## config.mk

```make
export PLATFORM = sky130hd
export DESIGN_NAME = display_pager
export DESIGN_NICKNAME = d
export VERILOG_FILES = /design/src/rtl/display_pkg.sv /design/src/rtl/pager_timebase.sv /design/src/rtl/display_pager.sv
export SDC_FILE = /design/constraint.sdc
export NUM_CORES = 1
export LEC_CHECK = 0
export ABC_AREA = 1
export BUFFER_PORTS_ARGS = -buffer_cell sky130_fd_sc_hd__buf_2
export CELL_PAD_IN_SITES_DETAIL_PLACEMENT = 0
export CELL_PAD_IN_SITES_GLOBAL_PLACEMENT = 1
export CORE_UTILIZATION = 38
export CTS_BUF_LIST = sky130_fd_sc_hd__clkbuf_8
export DETAILED_ROUTE_END_ITERATION = 8
export PLACE_DENSITY = 0.83
export SLEW_MARGIN = 30
export SYNTH_ARGS = -nofsm -noshare
export SYNTH_HDL_FRONTEND = slang
export SYNTH_HIERARCHICAL = 1
export SYNTH_SLANG_ARGS = --single-unit
```

## constraint.sdc

```tcl
create_clock -name clk -period 3.5 [get_ports clk]
set_clock_uncertainty 0.1 [all_clocks]
set_input_delay 0.175 -clock clk [delete_from_list [all_inputs] [get_ports clk]]
set_output_delay 0.175 -clock clk [all_outputs]
set_load 0.02 [all_outputs]
```

## src/rtl/display_pkg.sv

```systemverilog
// rtl/display_pkg.sv - shared constants, FSM state type and bit-offset helper for display_pager
package display_pkg;

  localparam int         SEG_W      = 5;
  localparam logic [4:0] BLANK_CODE = 5'b10000;

  typedef enum logic {
    MANUAL = 1'b0,
    AUTO   = 1'b1
  } pager_state_e;

  // Flattened digit index of page p, digit d; nibble offsets are 4x this.
  function automatic int page_idx(input int p, input int d, input int digits);
    return p * digits + d;
  endfunction

endpackage

```

## src/rtl/pager_timebase.sv

```systemverilog
// rtl/pager_timebase.sv - millisecond tick and blink phase generator for display_pager
module pager_timebase
  import display_pkg::*;
#(
  parameter int CLK_FREQ = 50_000_000,
  parameter int BLINK_HZ = 2
) (
  input  logic clk,
  input  logic n_rst,
  output logic ms_tick,
  output logic blink_on
);

  localparam int MS_CYC = CLK_FREQ / 1000;
  localparam int HALF   = CLK_FREQ / (2 * BLINK_HZ);
  localparam int MS_W   = $clog2(MS_CYC + 1);
  localparam int BL_W   = $clog2(HALF + 1);

  logic [MS_W-1:0] ms_cnt_q, ms_cnt_d;
  logic [BL_W-1:0] bl_cnt_q, bl_cnt_d;
  logic            ms_tick_q, ms_tick_d;
  logic            blink_q, blink_d;

  // The tick is registered so the first pulse lands MS_CYC cycles after reset release.
  always_comb begin
    ms_tick_d = (ms_cnt_q == MS_W'(MS_CYC - 1));
    ms_cnt_d  = ms_tick_d ? '0 : ms_cnt_q + MS_W'(1);
    bl_cnt_d  = (bl_cnt_q == BL_W'(HALF - 1)) ? '0 : bl_cnt_q + BL_W'(1);
    blink_d   = (bl_cnt_q == BL_W'(HALF - 1)) ? ~blink_q : blink_q;
  end

  always_ff @(posedge clk or negedge n_rst) begin
    if (!n_rst) begin
      ms_cnt_q  <= '0;
      bl_cnt_q  <= '0;
      ms_tick_q <= 1'b0;
      blink_q   <= 1'b1;
    end else begin
      ms_cnt_q  <= ms_cnt_d;
      bl_cnt_q  <= bl_cnt_d;
      ms_tick_q <= ms_tick_d;
      blink_q   <= blink_d;
    end
  end

  assign ms_tick  = ms_tick_q;
  assign blink_on = blink_q;

endmodule

```

## src/rtl/display_pager.sv

```systemverilog
// rtl/display_pager.sv - multi-page digit selector with manual/auto rotation, blink and freeze
module display_pager
  import display_pkg::*;
#(
  parameter int PAGES    = 4,
  parameter int DIGITS   = 6,
  parameter int CLK_FREQ = 50_000_000,
  parameter int DWELL_MS = 2000,
  parameter int BLINK_HZ = 2,
  localparam int PW      = $clog2(PAGES)
) (
  input  logic                       clk,
  input  logic                       n_rst,
  input  logic [PAGES*DIGITS*4-1:0]  page_data,
  input  logic [PAGES*DIGITS-1:0]    page_ext,
  input  logic [PAGES*DIGITS-1:0]    page_blink,
  input  logic [PAGES-1:0]           page_valid,
  input  logic [PW-1:0]              sel,
  input  logic                       auto_en,
  input  logic                       freeze,
  output logic [DIGITS*SEG_W-1:0]    seg_data,
  output logic [PW-1:0]              cur_page,
  output logic                       page_tick
);

  localparam int DW_W = $clog2(DWELL_MS + 1);

  logic ms_tick, blink_on;

  pager_timebase #(
    .CLK_FREQ (CLK_FREQ),
    .BLINK_HZ (BLINK_HZ)
  ) u_timebase (
    .clk      (clk),
    .n_rst    (n_rst),
    .ms_tick  (ms_tick),
    .blink_on (blink_on)
  );

  pager_state_e              state_q, state_d;
  logic [PW-1:0]             cur_q, cur_d;
  logic [DW_W-1:0]           dwell_q, dwell_d;
  logic [DIGITS*SEG_W-1:0]   seg_q, seg_d, seg_live;
  logic                      tick_q, tick_d;
  logic [PW-1:0]             next_page;
  logic                      next_found;
  logic                      expire;

  // First valid page strictly after cur_q, wrapping; holds when none is found.
  always_comb begin
    next_page  = cur_q;
    next_found = 1'b0;
    for (int k = 1; k < PAGES; k++) begin
      if (!next_found && page_valid[(int'(cur_q) + k) % PAGES]) begin
        next_page  = PW'((int'(cur_q) + k) % PAGES);
        next_found = 1'b1;
      end
    end
  end

  always_comb begin
    seg_live = '0;
    for (int d = 0; d < DIGITS; d++) begin
      if (page_blink[page_idx(int'(cur_q), d, DIGITS)] && !blink_on)
        seg_live[d*SEG_W +: SEG_W] = BLANK_CODE;
      else
        seg_live[d*SEG_W +: SEG_W] = {page_ext[page_idx(int'(cur_q), d, DIGITS)],
                                      page_data[page_idx(int'(cur_q), d, DIGITS)*4 +: 4]};
    end
  end

  // A dwell parked at DWELL_MS (expiry hit while frozen) fires on the first unfrozen cycle.
  always_comb begin
    state_d = auto_en ? AUTO : MANUAL;
    cur_d   = cur_q;
    dwell_d = dwell_q;
    seg_d   = seg_q;
    tick_d  = 1'b0;
    expire  = (dwell_q == DW_W'(DWELL_MS)) ||
              (ms_tick && (dwell_q == DW_W'(DWELL_MS - 1)));
    if (freeze) begin
      if (state_d == AUTO && ms_tick && (dwell_q == DW_W'(DWELL_MS - 1)))
        dwell_d = DW_W'(DWELL_MS);
    end else begin
      seg_d = seg_live;
      if (state_d == MANUAL) begin
        dwell_d = '0;
        if (int'(sel) < PAGES)
          cur_d = sel;
      end else if (state_q == MANUAL) begin
        dwell_d = '0;
      end else if (expire) begin
        dwell_d = '0;
        cur_d   = next_page;
      end else if (ms_tick) begin
        dwell_d = dwell_q + DW_W'(1);
      end
      tick_d = (cur_d != cur_q);
    end
  end

  always_ff @(posedge clk or negedge n_rst) begin
    if (!n_rst) begin
      state_q <= MANUAL;
      cur_q   <= '0;
      dwell_q <= '0;
      seg_q   <= {DIGITS{BLANK_CODE}};
      tick_q  <= 1'b0;
    end else begin
      state_q <= state_d;
      cur_q   <= cur_d;
      dwell_q <= dwell_d;
      seg_q   <= seg_d;
      tick_q  <= tick_d;
    end
  end

  assign seg_data  = seg_q;
  assign cur_page  = cur_q;
  assign page_tick = tick_q;

endmodule

```

==> impl_results.md <==
* Leakage power summed over all cells at 4.18 nW
* Die height at 138 µm
* Final count of hold timing violations at 0
* Maximum fanout along the worst path at 66
* Antenna violations before repair at 5
* Post-synth cell types at 50
* Depth of the most critical reg-to-reg path at 9
* Combined area of the multi-input logic cells at 4180 µm²
* Period Utilization, post-route at 0.766
* Via count of the first global-routing pass at 7333
* TritonCTS clock tree: done
* Filler cell count at 1947
* Nets in the synthesized netlist at 1244
* Relative slew margins at 0.560
* Htree depth at 3
* Synth Area in Compound Gates at 0.189
* Number of buffers added by the clock tree synthesis step at 9
* Maximum number of pins on one net before global-route repair at 123
* Clk sink count at 87
* Die Span X at 138 µm
* Avg Synthesized Cell Area at 6.50 µm²
* Register bit total from synthesis at 87
* Time the worst path needs with I/O delays and setup at 2.68 ns
* Routed length per placed instance at 16.2 µm
* Count of pins on the block boundary at 187
* Total non-filler cell area in the finished layout at 8360 µm²
* Clock input transition at the sequential cells of the worst setup and hold paths at 0.10 ns
* Insertion delay to the later sink of the worst-skew pair at 0.37 ns
* CTS Root Cell: sky130_fd_sc_hd__clkbuf_8
* Highest ir drop seen on vdd at 0.000271 V
* Fin nets at 1406
* Weighted congestion reported at the end of routability-driven placement at 0.928
* First-pass DRT Iterations at 5
* Post-synthesis share of cell area spent on and, or, nand and nor gates at 0.354
* Final total negative setup slack at 0 ns
* Largest family of logic cells by synthesized area: simple AND/OR/NAND/NOR gates
* Detailed router's first-iteration violation count at 523
* Total track usage at 0.260
* Core utilization of the finished layout at 0.464
* Hold path cells at 4
* Type of the worst setup path: reg -> reg
* Instance count of the mapped netlist at 1081
* Core Region at 18000 µm²
* Number of nets still failing antenna checks after routing at 0
* Crit path launch type: flip-flop
* Max-cap violation count at 0
* Data arrival time of the critical path at 2.89 ns
* Final Routed Wirelength at 24000 µm
* Area taken by flip-flops and latches at 2190 µm²
* Endpoints failing setup at 0
* Post-synthesis mux area share at 0.0114
* Status: completed
* Number of synthesis warnings at 6
* Initial Util at 0.390
* Number of pins with negative max-slew slack in the final report at 0
* Remaining DRCs at 0
* Area of the die at 19000 µm²
* Maximum clock rate at 373 MHz
* Buffers on Ports at 186
* Unrepaired setup endpoints after global routing: false
* Fraction of layout cells with a size suffix above 1 at 0.216
* Share of the yosys chip area belonging to registers at 0.311
* Post-detailed-route via-to-cell ratio at 5.21
* Dpl cell area at 8100 µm²
* Wire length of the first global-routing pass at 37700 µm
* Global route total overflow at 0
* WP data required at 3.71 ns
* Maximum clock insertion buffer count at 2
* Post-synthesis to final-layout area growth at 19.0%
* Post-synthesis cell area at 7020 µm²
* Arithmetic-cell share of the synthesized area counting full adders, half adders and majority gates at 0.0160
* Vias at 7711
* Total half-perimeter wirelength after legalization and detailed placement at 18700 µm
* Critical path endpoint category: flip-flop
* Worst-Margin Slew at 0.660 ns
* Std-Cell Rows at 49
* Pwr dens at 425 nW/µm²
* Post-synthesis xor/xnor area fraction at 0.0237
* Hold crit path type: in -> reg
metal layers:
| metal | vias up | global-route usage | wire length [µm] |
|---|---|---|---|
| met2 | 237 | 0.449 | 11500 |
| met1 | 3530 | 0.317 | 10500 |
| met3 | 41 | 0.0632 | 1440 |
| met5 | - | 0 | 26 |
| li1 | 3899 | - | - |
| met4 | 4 | 0.0803 | 629 |
layout make-up:
type / instances / area share
diodes: 4 / 0.00120
clock buffers: 10 / 0.0165
clock inverters: 6 / 0.0102
inverters: 107 / 0.0484
multi-input cells: 837 / 0.500
flip-flops and latches: 87 / 0.262
well taps: 229 / 0.0343
repair buffers: 201 / 0.128
power breakdown:
| part | total (W) | leakage, nW | switching (W) | internal [W] |
|---|---|---|---|---|
| registers | 0.00126 | 1.11 | 0.000111 | 0.00115 |
| clock network | 0.000798 | 0.114 | 0.000378 | 0.000419 |
| logic | 0.00149 | 2.95 | 0.000990 | 0.000499 |
| total | 0.00355 | 4.18 | 0.00148 | 0.00207 |
flip-flops by register name (all words and copies together) (netlist names):
signal,flops
u_timebase/ms_tick,1
u_timebase/ms_cnt_q,16
page_tick,1
cur_page,2
seg_data,30
state_q,1
u_timebase/blink_on,1
dwell_q,11
u_timebase/bl_cnt_q,24
cell usage after synthesis (all sizes together):
master	number	area, µm²
and2	1	6.26
xnor2	3	26.3
xor2	16	140
a2bb2oi	1	8.76
clkbuf	11	42.5
a32o	6	60.1
o31ai	8	60.1
nand3b	2	15.0
a22o	3	26.3
inv	105	397
a21oi	58	294
ha	9	113
dfstp	7	184
a31oi	4	25.0
nand2	304	1180
clkinv	2	7.51
o22ai	1	6.26
nand3	117	601
o311ai	2	17.5
o211ai	14	105
dfrtp	80	2000
a21boi	4	30.0
a41oi	2	17.5
buf	39	219
or2	2	12.5
nor3	12	70.1
nor2	126	568
o221ai	2	17.5
o32ai	2	17.5
nand4	4	31.3
mux2i	8	80.1
a22oi	2	15.0
o21ai	123	619
o2111ai	1	8.76
per-stage QoR:
stage                     total power, W  std cells  setup WS, ns  hold WS, ns
final                            0.00355       1481         0.818       0.0611
after global routing             0.00378       1477         0.599       0.0799
after CTS                        0.00357       1477         0.863       0.0406
after detailed placement         0.00275       1459         0.891        0.252
after global placement           0.00276       1459         0.890        0.254
after floorplan                  0.00221       1081         0.790       -0.221
final timing paths:
path / slack (ns) / from / end
min in group asynchronous: 0.26 / n_rst / cur_page[0]
hold / removal: 0.06 / sel[0] / cur_page[0]
max in group asynchronous: 2.33 / n_rst / dwell_q[1]
setup / recovery: 0.82 / cur_page[0] / seg_data[22]
setup reg to reg: 0.82 / cur_page[0] / seg_data[22]
hold reg to reg: 0.36 / u_timebase/bl_cnt_q[0] / u_timebase/bl_cnt_q[0]
worst max-delay path, stage by stage (launching register included):
cell and delay, ns:
sky130_fd_sc_hd__dfrtp_4 0.58, sky130_fd_sc_hd__inv_2 0.09, sky130_fd_sc_hd__buf_4 0.31, sky130_fd_sc_hd__buf_4 0.59
sky130_fd_sc_hd__nand2_1 0.20, sky130_fd_sc_hd__nand3_1 0.12, sky130_fd_sc_hd__a21oi_1 0.08, sky130_fd_sc_hd__o31ai_1 0.32
sky130_fd_sc_hd__nand3_1 0.11, sky130_fd_sc_hd__nand2_1 0.08
logic make-up (layout without fill, tap and decap cells):
| family | after synthesis | in the layout |
|---|---|---|
| multiplexers | 8 | 8 |
| AO/OA/AOI/OAI | 233 | 233 |
| flip-flops | 87 | 87 |
| XOR/XNOR | 19 | 19 |
| buffers and inverters | 157 | 324 |
| adder cells (fa/ha/maj) | 9 | 9 |
| AND/OR/NAND/NOR | 568 | 568 |
| other | 0 | 4 |
cells in the final DEF (no fill, tap or decap), types with 4 or more instances in the layout:
cell type / n
sky130_fd_sc_hd__dfrtp_1: 79
sky130_fd_sc_hd__dfstp_2: 7
sky130_fd_sc_hd__nor2_4: 11
sky130_fd_sc_hd__o21ai_1: 20
sky130_fd_sc_hd__buf_2: 185
sky130_fd_sc_hd__a31oi_1: 4
sky130_fd_sc_hd__o21ai_0: 102
sky130_fd_sc_hd__ha_1: 8
sky130_fd_sc_hd__xor2_1: 16
sky130_fd_sc_hd__mux2i_1: 8
sky130_fd_sc_hd__nand2_1: 292
sky130_fd_sc_hd__nor2_2: 5
sky130_fd_sc_hd__clkbuf_8: 10
sky130_fd_sc_hd__inv_2: 7
sky130_fd_sc_hd__buf_4: 12
sky130_fd_sc_hd__nor3_1: 10
sky130_fd_sc_hd__nor2_1: 110
sky130_fd_sc_hd__a21boi_0: 4
sky130_fd_sc_hd__nand2_2: 10
sky130_fd_sc_hd__inv_1: 98
sky130_fd_sc_hd__nand3_1: 114
sky130_fd_sc_hd__diode_2: 4
sky130_fd_sc_hd__o31ai_1: 8
sky130_fd_sc_hd__a32o_1: 6
sky130_fd_sc_hd__a21oi_1: 57
sky130_fd_sc_hd__o211ai_1: 14
timing repair:
item | in CTS | in global routing
gates resized for setup | 0 | 0
endpoints found under the hold margin | 62 | 0
setup buffers | 0 | 0
hold buffers | 2 | 0
Power figures use the tool's default switching activity.
